## src/rtl/mem_arbiter.sv

```systemverilog
// mem_arbiter: two-client arbiter (instruction fetch, load/store) onto one
// single-port memory. Each access runs IDLE -> ACC -> DONE with a wait-cycle
// timeout. All outputs are registered.
// Optional feature: define MEM_ARBITER_RR_EN for round-robin arbitration on
// simultaneous requests; otherwise load/store has fixed priority.
module mem_arbiter #(
    parameter int unsigned TIMEOUT = 15
) (
    input  logic        clk,
    input  logic        rst,
    input  logic        if_req,
    input  logic [31:0] if_addr,
    output logic        if_gnt,
    output logic        if_valid,
    output logic        if_err,
    output logic [31:0] if_rdata,
    input  logic        ls_req,
    input  logic        ls_we,
    input  logic [31:0] ls_addr,
    input  logic [31:0] ls_wdata,
    output logic        ls_gnt,
    output logic        ls_valid,
    output logic        ls_err,
    output logic [31:0] ls_rdata,
    output logic        mem_req,
    output logic        mem_we,
    output logic [31:0] mem_addr,
    output logic [31:0] mem_wdata,
    input  logic [31:0] mem_rdata,
    input  logic        mem_ready
);

    typedef enum logic [1:0] {IDLE, IF_ACC, LS_ACC, DONE} state_t;

    localparam logic [8:0] TIMEOUT_W = 9'(TIMEOUT);

    state_t      state;
    logic [7:0]  wait_cnt;
    logic        pick_ls;
    logic [8:0]  wait_next;
    logic        acc_done;
    logic        acc_err;
    logic [31:0] acc_rdata;

`ifdef MEM_ARBITER_RR_EN
    logic        last_ls;
`endif

    // Winner selection among the requests seen in IDLE
    always_comb begin
        pick_ls = ls_req;
`ifdef MEM_ARBITER_RR_EN
        if (if_req && ls_req)
            pick_ls = !last_ls;
`endif
    end

    // Completion / timeout decision for the current access cycle
    always_comb begin
        wait_next = {1'b0, wait_cnt} + 9'd1;
        acc_done  = 1'b0;
        acc_err   = 1'b0;
        acc_rdata = '0;
        if (mem_ready) begin
            acc_done  = 1'b1;
            acc_rdata = mem_we ? '0 : mem_rdata;
        end else if (wait_next == TIMEOUT_W) begin
            acc_done = 1'b1;
            acc_err  = 1'b1;
        end
    end

    // Arbitration FSM with registered grant, completion and memory outputs
    always_ff @(posedge clk) begin
        if (rst) begin
            state     <= IDLE;
            wait_cnt  <= '0;
            if_gnt    <= 1'b0;
            if_valid  <= 1'b0;
            if_err    <= 1'b0;
            if_rdata  <= '0;
            ls_gnt    <= 1'b0;
            ls_valid  <= 1'b0;
            ls_err    <= 1'b0;
            ls_rdata  <= '0;
            mem_req   <= 1'b0;
            mem_we    <= 1'b0;
            mem_addr  <= '0;
            mem_wdata <= '0;
`ifdef MEM_ARBITER_RR_EN
            last_ls   <= 1'b1;
`endif
        end else begin
            if_gnt   <= 1'b0;
            ls_gnt   <= 1'b0;
            if_valid <= 1'b0;
            ls_valid <= 1'b0;
            if_err   <= 1'b0;
            ls_err   <= 1'b0;
            case (state)
                IDLE: begin
                    if (if_req || ls_req) begin
                        mem_req  <= 1'b1;
                        wait_cnt <= '0;
`ifdef MEM_ARBITER_RR_EN
                        last_ls  <= pick_ls;
`endif
                        if (pick_ls) begin
                            state     <= LS_ACC;
                            ls_gnt    <= 1'b1;
                            mem_we    <= ls_we;
                            mem_addr  <= ls_addr;
                            mem_wdata <= ls_wdata;
                        end else begin
                            state     <= IF_ACC;
                            if_gnt    <= 1'b1;
                            mem_we    <= 1'b0;
                            mem_addr  <= if_addr;
                            mem_wdata <= '0;
                        end
                    end
                end
                IF_ACC, LS_ACC: begin
                    if (!mem_ready)
                        wait_cnt <= wait_next[7:0];
                    if (acc_done) begin
                        state   <= DONE;
                        mem_req <= 1'b0;
                        mem_we  <= 1'b0;
                        if (state == LS_ACC) begin
                            ls_valid <= 1'b1;
                            ls_err   <= acc_err;
                            ls_rdata <= acc_rdata;
                        end else begin
                            if_valid <= 1'b1;
                            if_err   <= acc_err;
                            if_rdata <= acc_rdata;
                        end
                    end
                end
                default: begin
                    state <= IDLE;
                end
            endcase
        end
    end

endmodule
```

## config.mk

```make
export PLATFORM = sky130hd
export DESIGN_NAME = mem_arbiter
export DESIGN_NICKNAME = d
export VERILOG_FILES = /design/src/rtl/mem_arbiter.sv
export SDC_FILE = /design/constraint.sdc
export NUM_CORES = 1
export LEC_CHECK = 0
export CAP_MARGIN = 20
export CORE_MARGIN = 5
export CORE_UTILIZATION = 30
export DETAILED_ROUTE_END_ITERATION = 8
export GPL_ROUTABILITY_DRIVEN = 1
export SYNTH_ARGS = -nofsm -noshare
export SYNTH_HDL_FRONTEND = slang
export SYNTH_SLANG_ARGS = --single-unit
```

## constraint.sdc

```tcl
create_clock -name clk -period 5 [get_ports clk]
set_clock_uncertainty 0.15 [all_clocks]
set_input_delay 1 -clock clk [delete_from_list [all_inputs] [get_ports clk]]
set_output_delay 1 -clock clk [all_outputs]
set_load 0.03 [all_outputs]
```

# Yosys cells after proc, flatten, opt, wreduce, memory -nomap -nowiden
# Index checks and enable logic that the tools add are counted.
# totals
reg_bits,146
out_inout_bits,136
elab_cells,64
# op_classes
n_addsub,1
n_eq_ne,6
n_mux,24
bitwise,5
n_reduce_logical,14
# op_table
op,count
32-bit 2-to-1 mux,4
8-bit 2-to-1 mux,2
8-bit one-hot mux with 2 select lines,1
3-bit AND reduction,4
1-bit 2-to-1 mux,11
8-bit by 1-bit adder with 9-bit output (second input constant),1
9-bit by 4-bit == test with 1-bit output (second input constant),1
4-bit OR reduction,2
2-bit 2-to-1 mux,3
2-bit != test (second input constant),3
3-bit OR reduction,2
1-bit NOT,5
1-bit one-hot mux with 2 select lines,2
2-bit one-hot mux with 2 select lines,1
2-bit AND reduction,2
2-bit by 1-bit == test with 1-bit output (second input constant),1
2-bit == test (second input constant),1
2-bit zero test,1
2-bit nonzero test,1
2-bit OR reduction,1
1-bit logical OR,1

# Longest topological paths before layout
# Gate-level depths: netlist of the first run.
# logic_depth
depth_word,6
mapped_depth,9
mapped_depth_nobuf,8

# Worst setup path before layout of the first run
# OpenSTA, ideal clock, no wires.
# synth_timing
path_kind,input-to-reg
from,input port ls_req
to,register mem_wdata[10]
setup_ns,0.060
arrival_ns,2.322
t_required_ns,4.790
slack_ns,2.468
path_stages,7
path_buffers,4
path_cell_list,clkbuf_1 -> and2_1 -> clkbuf_1 -> nor2b_1 -> clkbuf_1 -> clkbuf_1 -> a22o_1
# synth_between
elab_chain_cells,2
elab_cells_between_ends,3
cone_classes,mux: 1; reduce/logical: 2
# synth_rtl
element,line,source
"start, declared",17,"input logic ls_req,"
1-bit logical OR,102,if (if_req || ls_req) begin
2-bit AND reduction (no source line),--,
"end signal, assigned",113,mem_wdata <= ls_wdata;
"end, declared",28,"output logic [31:0] mem_wdata,"
# Several ways; a longest one is shown, not always the timed one.
# A chain may end at the register's enable or synchronous reset.

# Worst setup path in the final report of the first run
# layout_timing
from,register wait_cnt[0]
to,register ls_rdata[24]
# layout_between
elab_chain_cells,5
# layout_rtl
element,line,source
"start, declared",38,logic [7:0] wait_cnt;
"start signal, assigned",125,wait_cnt <= wait_next[7:0];
8-bit by 1-bit adder with 9-bit output,60,"wait_next = {1'b0, wait_cnt} + 9'd1;"
9-bit by 4-bit == test with 1-bit output,67,end else if (wait_next == TIMEOUT_W) begin
1-bit 2-to-1 mux,67,
1-bit 2-to-1 mux,64,if (mem_ready) begin
3-bit AND reduction (no source line),--,
"end signal, assigned",133,ls_rdata <= acc_rdata;
"end, declared",24,"output logic [31:0] ls_rdata,"
# No other way between the ends.

==> results.tsv, run 1 <==
metric	value	unit
min-delay src	ls_rdata[19]$_SDFFE_PP0P_	
Die Area	0.0207	mm^2
status	finished clean	
post-synthesis async set-or-reset flop share	0	%
reg2reg path depth	7	
chip width	144	um
clk_lat worst skew	410	ps
setup violators final	0	
most frequent cell after synthesis	dfxtp_1	
setup ws final	2230	ps
Detail Route Antenna Nets	0	
multiplexer share of the synthesized area	6.32	%
max-slew violations	0	
synth warn	0	
FMAX	361	MHz
Longest Clk Path Bufs	2	
placed cell count	964	
Post-synth EDFFs	0	
Crit path max-delay family	compound AO/OA/AOI/OAI gates	
via count	4882	
launch point of the worst reg-to-reg path	wait_cnt[0]$_SDFFE_PP0P_	
effective utilization at floorplan	30.2	%
internal power	2900	uW
Slew headroom	36.7	%
Detailed Routing Iterations Pass 1	5	
worst path cell trace	ha_1 > nand3_1 > xor2_1 > nand2_1 > o31ai_4 > a31oi_4 > a22o_1	
setup TNS	0	ps
clock-pin slew on the worst setup and hold paths	60	ps
synth cell count leaders	dfxtp_1 (146), a22o_1 (88), nor2_1 (60)	
Mean Syn Cell Area	10.8	um^2
FF+latch count, synth	146	
sequential power share	33.6	%
hold depth	1	
sequential fraction of the synthesis area	54.3	%
WL/cell	17.3	um
slowest stage delay, CP	780	ps
Leak Pwr	0.00336	uW
CP Data Required Time	5200	ps
postcts setup bufs	0	
share of cells above drive strength 1	6.94	%
# H-tree levels	4	
Global Route Usage Sum	16.2	%
number of global-route vias before repair	5189	
pre-CTS setup slack	1900	ps
hold path endpoint	ls_rdata[19]$_SDFFE_PP0P_	
Power Density	523	mW/mm^2
synthesized net count	637	
area grow syn2layout	63.3	%
post-route core utilization	49.3	%
routed wire length	17.2	mm
largest net degree at the start of global routing	48	
Resize count post-CTS	0	
Max FO, Critical Path	32	
Max-Cap Viols	0	
Reg2Reg Setup Slack	2230	ps
Slowest-stage cell, CP	a31oi_4	
Post-Synthesis Cells	497	
crit path DAT	2970	ps
simple-gate share of the synthesized area	9.06	%
maximum vdd ir drop	0.247	mV
Die Ht	144	um
drc violations	0	
Synth area leaders	dfxtp_1 (54%), a22o_1 (14%), mux2i_1 (6.3%), a211oi_1 (4.5%), nor2_1 (4.2%)	
switching part of the total	36.8	%
Via-to-Cell Ratio	4.91	
Comb power frac	40.1	%
row count	49	
Final #Nets	894	
detailed placement HPWL	13.0	mm
synth unique cells	47	
worst hold slack	321	ps
Clk network pwr share	26.3	%
largest family of logic cells by synthesized area	compound AO/OA/AOI/OAI gates	
initial antenna violation count	1	
worst slew pin tran	949	ps
final hold vios	0	
fin cells	994	
GP Congestion	0.805	
CTS Root Cell	clkbuf_16	
Placeable Area	0.0178	mm^2
Synth Area in Compound Gates	24.9	%
Sw Pwr	1690	uW
# clock sinks	146	
Critical Path Source Type	register	
Port Buf Inserts	269	
final period utilization	55.4	%
post-layout min period	2770	ps
hold_buf cts	0	
Worst Path Buf+Inv	0	
CP Capture Type	register	
Congestion Overflow GR	0	
cell taking the most area after synthesis	dfxtp_1	
fillcell total	1606	
Synth Area in Adders	1.39	%
post-synth top area share	54.3	%
I/O pins	270	
total CTS buffers	17	
Reg-to-Reg End	ls_rdata[24]$_SDFFE_PP0P_	
WS Path Type	reg -> reg	
1st-iter DRT viols	139	
TritonCTS clock tree	done	
Worst Hold Class	reg -> reg	
RSZ-0062 raised after global routing	false	
first-pass GRT wire length	26.4	mm
post-synthesis xor/xnor area fraction	0.163	%
Syn Std Cell Area	0.00539	mm^2
ys flop type	dfxtp_1	
==> layout make-up <==
class	instances	area [um^2]	area share (%)
Clock buffer	19	443	5.04
Antenna cell	1	2.50	0.0285
Timing Repair Buffer	277	2740	31.2
Multi-Input combinational cell	306	2260	25.7
Inverter	6	22.5	0.256
Tap cell	229	287	3.26
Sequential cell	146	2920	33.2
Clock inverter	10	113	1.28
==> stage by stage <==
stage                     cell area [um^2]  power [uW]
final                                 8790        4600
after global routing                  8790        4860
after CTS                             8790        4650
after detailed placement              8230        3420
after global placement                8230        3390
after floorplan                       5390        2700
==> cell usage in the layout, fill, tap and decap left out, types with 2 or more instances in the layout <==
cell type and count:
o21ai_0 3, a21oi_1 13, clkbuf_16 17, nor2b_1 2, clkinv_2 4, dfxtp_1 146
or2_2 2, nor2_1 59, nand2b_1 5, clkinvlp_4 2, inv_1 6, nor3b_1 2
a22o_1 88, a311o_1 2, buf_4 8, clkdlybuf4s50_1 267, a2bb2oi_1 2, buf_2 2
nand2_1 7, ha_1 6, o21ai_1 3, a211oi_1 32, or3_1 3, o211ai_2 2
nand3_1 4, mux2i_1 34, nor3_1 6, bufinv_16 2, a22oi_1 7, and2_1 2
a21o_1 2
==> worst max path at each step <==
stage / startpoint / to / slack [ps] / cells after the start
final: wait_cnt[0]$_SDFFE_PP0P_ / ls_rdata[24]$_SDFFE_PP0P_ / 2230 / 7
after global routing: wait_cnt[0]$_SDFFE_PP0P_ / ls_rdata[1]$_SDFFE_PP0P_ / 2070 / 7
after CTS: wait_cnt[0]$_SDFFE_PP0P_ / ls_rdata[24]$_SDFFE_PP0P_ / 2220 / 7
after detailed placement: if_req / mem_addr[24]$_SDFFE_PP0P_ / 1900 / 5
after global placement: if_req / wait_cnt[3]$_SDFFE_PP0P_ / 1930 / 7
after floorplan: ls_req / mem_wdata[10]$_SDFFE_PP0P_ / 2470 / 7
==> sequential cells by signal, indices dropped and copies added (netlist names) <==
register and cells:
if_err 1, ls_rdata 32, wait_cnt 8, mem_req 1, mem_addr 32, if_valid 1
ls_err 1, state 2, if_rdata 32, ls_gnt 1, mem_wdata 32, if_gnt 1
ls_valid 1, mem_we 1
==> power by group through the flow <==
stage | registers [uW] | clock network, uW | logic (uW)
after floorplan | 1980 | 0 | 720
after global placement | 1550 | 0 | 1830
after detailed placement | 1560 | 0 | 1860
after CTS | 1540 | 1240 | 1860
after global routing | 1570 | 1290 | 1990
final | 1540 | 1210 | 1850
==> metal layers <==
layer,global-route usage [%],share of wire [%],wire (um),vias up
li1,-,-,-,2371
met1,17.8,41,7000,2278
met2,27.2,47,8080,207
met3,7.24,10,1810,26
met4,6.79,2.1,363,0
met5,0,0,0,-
==> cells by family after synthesis <==
kind of cell,after synthesis
adder cells (fa/ha/maj),6
multiplexers,34
AO/OA/AOI/OAI,163
flip-flops,146
XOR/XNOR,1
AND/OR/NAND/NOR,102
buffers and inverters,45
==> worst register-to-register path, cell delays in order (launching register included) <==
cell and delay, ps:
dfxtp_1 520, ha_1 360, nand3_1 180, xor2_1 180, nand2_1 160, o31ai_4 110, a31oi_4 780, a22o_1 280
(Power assumes the default switching activity.)
==> run 2: changes to the inputs <==
clock period = 2.85 ns   (was 5 ns; I/O delays follow)
==> results.tsv, run 2 (synthesis gave the netlist of run 1 again) <==
metric	value	unit	change
gr busiest metal	met2		unchanged
Congestion Overflow GR	0		unchanged
routed wire length	17.3	mm	was 17.2 mm
first-pass GRT wire length	26.3	mm	was 26.4 mm
drc violations	0		unchanged
RSZ-0062 raised after global routing	false		unchanged
Critical Path Source Type	register		unchanged
clk_lat worst skew	410	ps	about the same
setup TNS	0	ps	unchanged
Power Density	922	mW/mm^2	was 523 mW/mm^2
Max-Cap Viols	0		unchanged
row count	49		unchanged
Inserted Diodes	0		was 1
status	finished clean		unchanged
total CTS buffers	17		unchanged
WL/cell	17.3	um	about the same
initial antenna violation count	0		was 1
final hold vios	0		unchanged
chip width	144	um	unchanged
launch point of the worst reg-to-reg path	wait_cnt[0]$_SDFFE_PP0P_		unchanged
WS Path Type	reg -> reg		unchanged
maximum vdd ir drop	0.426	mV	was 0.247 mV
final period utilization	91.9	%	was 55.4%
1st-iter DRT viols	218		was 139
GR Layer Usage met3	6.42	%	was 7.24%
post-route core utilization	49.6	%	was 49.3%
Reg-to-Reg End	ls_rdata[26]$_SDFFE_PP0P_		was ls_rdata[24]$_SDFFE_PP0P_
Slew headroom	36.6	%	was 36.7%
Via-to-Cell Ratio	4.86		was 4.91
crit path DAT	2810	ps	was 2970 ps
setup violators final	0		unchanged
Reg2Reg Setup Slack	230	ps	was 2230 ps
slowest stage delay, CP	770	ps	was 780 ps
via count	4865		was 4882
Worst Hold Class	reg -> reg		unchanged
Leak Pwr	0.00339	uW	was 0.00336 uW
detailed placement HPWL	13.0	mm	about the same
commonest non-fill, non-tap cell in the layout	clkdlybuf4s50_1		unchanged
FMAX	382	MHz	was 361 MHz
Slowest-stage cell, CP	a31oi_4		unchanged
CP Data Required Time	3040	ps	was 5200 ps
post-layout min period	2620	ps	was 2770 ps
largest net degree at the start of global routing	41		was 48
number of global-route vias before repair	4997		was 5189
CTS Root Cell	clkbuf_16		unchanged
max-slew violations	0		unchanged
Detailed Routing Iterations Pass 1	4		was 5
Longest Clk Path Bufs	2		unchanged
I/O pins	270		unchanged
Die Ht	144	um	unchanged
# clock sinks	146		unchanged
most frequent cells in the layout	clkdlybuf4s50_1 (267), dfxtp_1 (146), a22o_1 (88), nor2_1 (59), mux2i_1 (34)		unchanged
met1 Usage GRT	19.0	%	was 17.8%
Die Area	0.0207	mm^2	unchanged
Port Buf Inserts	269		unchanged
effective utilization at floorplan	30.2	%	unchanged
postcts setup bufs	0		unchanged
reg2reg path depth	7		unchanged
Final #Nets	899		was 894
worst slew pin tran	951	ps	was 949 ps
clock-pin slew on the worst setup and hold paths	60	ps	about the same
worst path cell trace	ha_2 > nand3_1 > xor2_1 > nand2_1 > o31ai_4 > a31oi_4 > a22o_1		was ha_1 > nand3_1 > xor2_1 > nand2_1 > o31ai_4 > a31oi_4 > a22o_1
Detail Route Antenna Nets	0		unchanged
Max FO, Critical Path	32		unchanged
Global Route Usage Sum	16.1	%	was 16.2%
Placeable Area	0.0178	mm^2	unchanged
CP endpoint	ls_rdata[26]$_SDFFE_PP0P_		was ls_rdata[24]$_SDFFE_PP0P_
met2 Resource Use GR	26.6	%	was 27.2%
TritonCTS clock tree	done		unchanged
Crit. Startpoint	wait_cnt[0]$_SDFFE_PP0P_		unchanged
area grow syn2layout	64.4	%	was 63.3%
# H-tree levels	4		unchanged
GP Congestion	0.857		was 0.805
share of cells above drive strength 1	7.77	%	was 6.94%
CP Capture Type	register		unchanged
==> run 2: cell count changes in the layout (fill, tap and decap cells not counted) <==
cell        change
ha_1            -1
clkbuf_1        +2
clkbuf_8        -1
clkinvlp_4      -1
diode_2         -1
inv_6           +1
buf_12          +1
clkinv_4        +2
ha_2            +1
buf_4           +4
==> run 2: final cells by class <==
type                    instances  area [um^2]
flip-flops and latches        146         2920
well taps                     229          287
inverters                       6         22.5
fillers                      1619         8990
multi-input cells             306         2260
clock inverters                12          131
repair buffers                282         2790
clock buffers                  20          437
==> run 2: per-layer routing <==
metal	vias up	part of all wire [%]	wire (um)
li1	2375	-	-
met2	206	47	8200
met4	0	1.5	257
met5	-	0	0
met1	2260	41	7090
met3	24	10	1790
==> run 2: worst min path at each step <==
stage,startpoint,endpoint,slack (ps),depth (start not counted)
floorplan,state[0]$_SDFFE_PP0P_,state[0]$_SDFFE_PP0P_,370,1
global placement,ls_rdata[6]$_SDFFE_PP0P_,ls_rdata[6]$_SDFFE_PP0P_,300,1
detailed placement,if_rdata[5]$_SDFFE_PP0P_,if_rdata[5]$_SDFFE_PP0P_,310,1
CTS,if_rdata[19]$_SDFFE_PP0P_,if_rdata[19]$_SDFFE_PP0P_,320,1
global route,if_rdata[0]$_SDFFE_PP0P_,if_rdata[0]$_SDFFE_PP0P_,330,1
finish,ls_rdata[18]$_SDFFE_PP0P_,ls_rdata[18]$_SDFFE_PP0P_,320,1
==> run 2: metrics by stage <==
| stage | total power [uW] | instance area (um^2) | hold slack (ps) | setup slack, ps | std cells |
|---|---|---|---|---|---|
| 2_1_floorplan | 4730 | 5390 | 368 | 736 | 497 |
| 3_3_place_gp | 6020 | 8280 | 304 | 314 | 969 |
| 3_5_place_dp | 6060 | 8280 | 306 | 176 | 969 |
| 4_1_cts | 8270 | 8850 | 325 | 158 | 1001 |
| 5_1_grt | 8650 | 8850 | 335 | 44.7 | 1001 |
| 6_report | 8170 | 8850 | 323 | 231 | 1001 |
==> run 2: timing repair <==
| action | CTS | global route |
|---|---|---|
| resized for setup | 0 | 1 |
| hold buffers | 0 | 0 |
| setup endpoints to repair | 0 | 23 |
==> run 2: power by group <==
group / switching, uW / leakage, uW / internal [uW]
clock network: 859 / 0.000279 / 1290
registers: 242 / 0.00119 / 2460
logic: 1920 / 0.00192 / 1390
total: 3020 / 0.00339 / 5140
==> run 2: worst max-delay path, delay by kind of cell, from the launching register on <==
family | cells | cell delay (ps)
adders and majority gates | 1 | 310
and+or+nand+nor | 2 | 290
xor gates and xnor gates | 1 | 170
DFF | 1 | 480
AOI/OAI and AO/OA | 3 | 1130
==> run 3: changes to the inputs <==
CTS_BUF_LIST = sky130_fd_sc_hd__clkbuf_16   (was not set)
DONT_BUFFER_PORTS = 1   (was not set)
REMOVE_ABC_BUFFERS = 1   (was not set)
==> results.tsv, run 3 (synthesis gave the netlist of run 1 again) <==
metric	value	unit	change
status	finished clean		unchanged
1st-iter DRT viols	146		was 218
Placeable Area	0.0178	mm^2	unchanged
GP Congestion	0.813		was 0.857
# clock sinks	146		unchanged
Max FO, Critical Path	32		unchanged
share of cells above drive strength 1	10.8	%	was 7.77%
routed wire length	14.2	mm	was 17.3 mm
Congestion Overflow GR	0		unchanged
Detailed Routing Iterations Pass 1	4		unchanged
postcts setup bufs	0		unchanged
Max-Cap Viols	0		unchanged
chip width	144	um	unchanged
Detail Route Antenna Nets	0		unchanged
TritonCTS clock tree	done		unchanged
Comb power frac	21.0	%	was 40.6%
setup violators final	0		unchanged
max-slew violations	0		unchanged
FMAX	382	MHz	about the same
launch point of the worst reg-to-reg path	state[0]$_SDFFE_PP0P_		was wait_cnt[0]$_SDFFE_PP0P_
RSZ-0062 raised after global routing	false		unchanged
sequential power share	50.2	%	was 33.1%
effective utilization at floorplan	30.2	%	unchanged
CTS Root Cell	clkbuf_16		unchanged
detailed placement HPWL	10.4	mm	was 13.0 mm
placed cell count	695		was 969
switching part of the total	39.9	%	was 37.0%
hold_buf cts	0		unchanged
hold path endpoint	mem_we$_SDFFE_PP0P_		was ls_rdata[18]$_SDFFE_PP0P_
Sw Pwr	2820	uW	was 3020 uW
total power	7070	uW	was 8170 uW
WL/cell	19.5	um	was 17.3 um
Critical Path Source Type	register		unchanged
worst slew pin tran	882	ps	was 951 ps
first-pass GRT wire length	21.1	mm	was 26.3 mm
Die Area	0.0207	mm^2	unchanged
Longest Clk Path Bufs	2		unchanged
Global Route Usage Sum	13.1	%	was 16.1%
row count	49		unchanged
CP Capture Type	register		unchanged
Reg-to-Reg End	ls_rdata[21]$_SDFFE_PP0P_		was ls_rdata[26]$_SDFFE_PP0P_
hold depth	1		unchanged
via count	3858		was 4865
Inserted Diodes	0		unchanged
drc violations	0		unchanged
I/O pins	270		unchanged
most frequent cells in the layout	dfxtp_1 (146), a22o_1 (88), nor2_1 (59), mux2i_1 (34), a211oi_1 (32)		was clkdlybuf4s50_1 (267), dfxtp_1 (146), a22o_1 (88), nor2_1 (59), mux2i_1 (34)
internal power	4250	uW	was 5140 uW
largest net degree at the start of global routing	65		was 41
Resize count post-CTS	0		unchanged
Slew headroom	41.2	%	was 36.6%
setup ws final	233	ps	was 231 ps
CP Data Required Time	3050	ps	was 3040 ps
clock-pin slew on the worst setup and hold paths	60	ps	about the same
crit path DAT	2810	ps	about the same
Die Ht	144	um	unchanged
total CTS buffers	17		unchanged
maximum vdd ir drop	0.460	mV	was 0.426 mV
post-layout min period	2620	ps	about the same
Port Buf Inserts	0		was 269
Crit. Startpoint	state[0]$_SDFFE_PP0P_		was wait_cnt[0]$_SDFFE_PP0P_
# H-tree levels	4		unchanged
WS Path Type	reg -> reg		unchanged
reg2reg path depth	8		was 7
final period utilization	91.8	%	was 91.9%
post-route core utilization	34.2	%	was 49.6%
min-delay src	rst		was ls_rdata[18]$_SDFFE_PP0P_
number of global-route vias before repair	3826		was 4997
Via-to-Cell Ratio	5.31		was 4.86
Leak Pwr	0.00238	uW	was 0.00339 uW
Power Density	1160	mW/mm^2	was 922 mW/mm^2
Clk network pwr share	28.8	%	was 26.3%
commonest non-fill, non-tap cell in the layout	dfxtp_1		was clkdlybuf4s50_1
pre-CTS setup slack	249	ps	was 176 ps
Reg2Reg Setup Slack	230	ps	about the same
Worst Hold Class	in -> reg		was reg -> reg
fin cells	727		was 1001
area grow syn2layout	13.2	%	was 64.4%
clk_lat worst skew	410	ps	about the same
final hold vios	0		unchanged
initial antenna violation count	0		unchanged
Final #Nets	625		was 899
-- run 3: cell types whose count changed in the layout (fill, tap and decap cells not counted), sizes merged --
cell | before | now
inv | 8 | 10
clkdlybuf4s50 | 267 | 0
buf | 15 | 8
bufinv | 2 | 1
clkinv | 7 | 9
clkbuf | 20 | 17
-- run 3: power groups by stage --
stage | Combinational, uW | Sequential, uW | Clock, uW
6_report | 1480 | 3550 | 2040
2_1_floorplan | 1140 | 3480 | 0
4_1_cts | 1510 | 3560 | 2100
3_3_place_gp | 1430 | 3600 | 0
3_5_place_dp | 1510 | 3600 | 0
5_1_grt | 1670 | 3610 | 2200
-- run 3: per-layer routing --
layer,vias up,wire length (um),share of wire (%),track usage (%)
li1,1828,-,-,-
met1,1820,5240,37,13.9
met2,192,7120,50,22.5
met3,18,1590,11,5.79
met4,0,245,1.7,5.45
met5,-,0,0,0
-- run 3: worst max-delay path, cell delays in order, from the launching register on --
cell and delay (ps):
dfxtp_1 380, inv_1 110, ha_1 600, inv_1 290, nor2_1 260, nand2_1 120, nor2_2 80, buf_4 330
a22o_1 210
-- run 3: cell type report --
type | count | area, um^2
Clock buffer | 17 | 425
Clock inverter | 15 | 119
Fill cell | 1769 | 11700
Inverter | 6 | 22.5
Multi-Input combinational cell | 306 | 2260
Sequential cell | 146 | 2920
Tap cell | 229 | 287
Timing Repair Buffer | 8 | 60.1
-- run 3: worst max path at each step --
| stage | endpoint | slack, ps |
|---|---|---|
| 2_1_floorplan | if_rdata[0]$_SDFFE_PP0P_ | -360 |
| 3_3_place_gp | ls_rdata[26]$_SDFFE_PP0P_ | 330 |
| 3_5_place_dp | ls_rdata[26]$_SDFFE_PP0P_ | 250 |
| 4_1_cts | ls_rdata[21]$_SDFFE_PP0P_ | 240 |
| 5_1_grt | ls_rdata[3]$_SDFFE_PP0P_ | 40 |
| 6_report | ls_rdata[21]$_SDFFE_PP0P_ | 230 |
-- run 3: per-stage QoR --
step	setup TNS, ps	hold WS [ps]	instance area, um^2
after floorplan	-14850	364	5200
after global placement	0	388	5550
after detailed placement	0	406	5550
after CTS	0	60.9	6100
after global routing	0	59.5	6100
final	0	88.9	6100
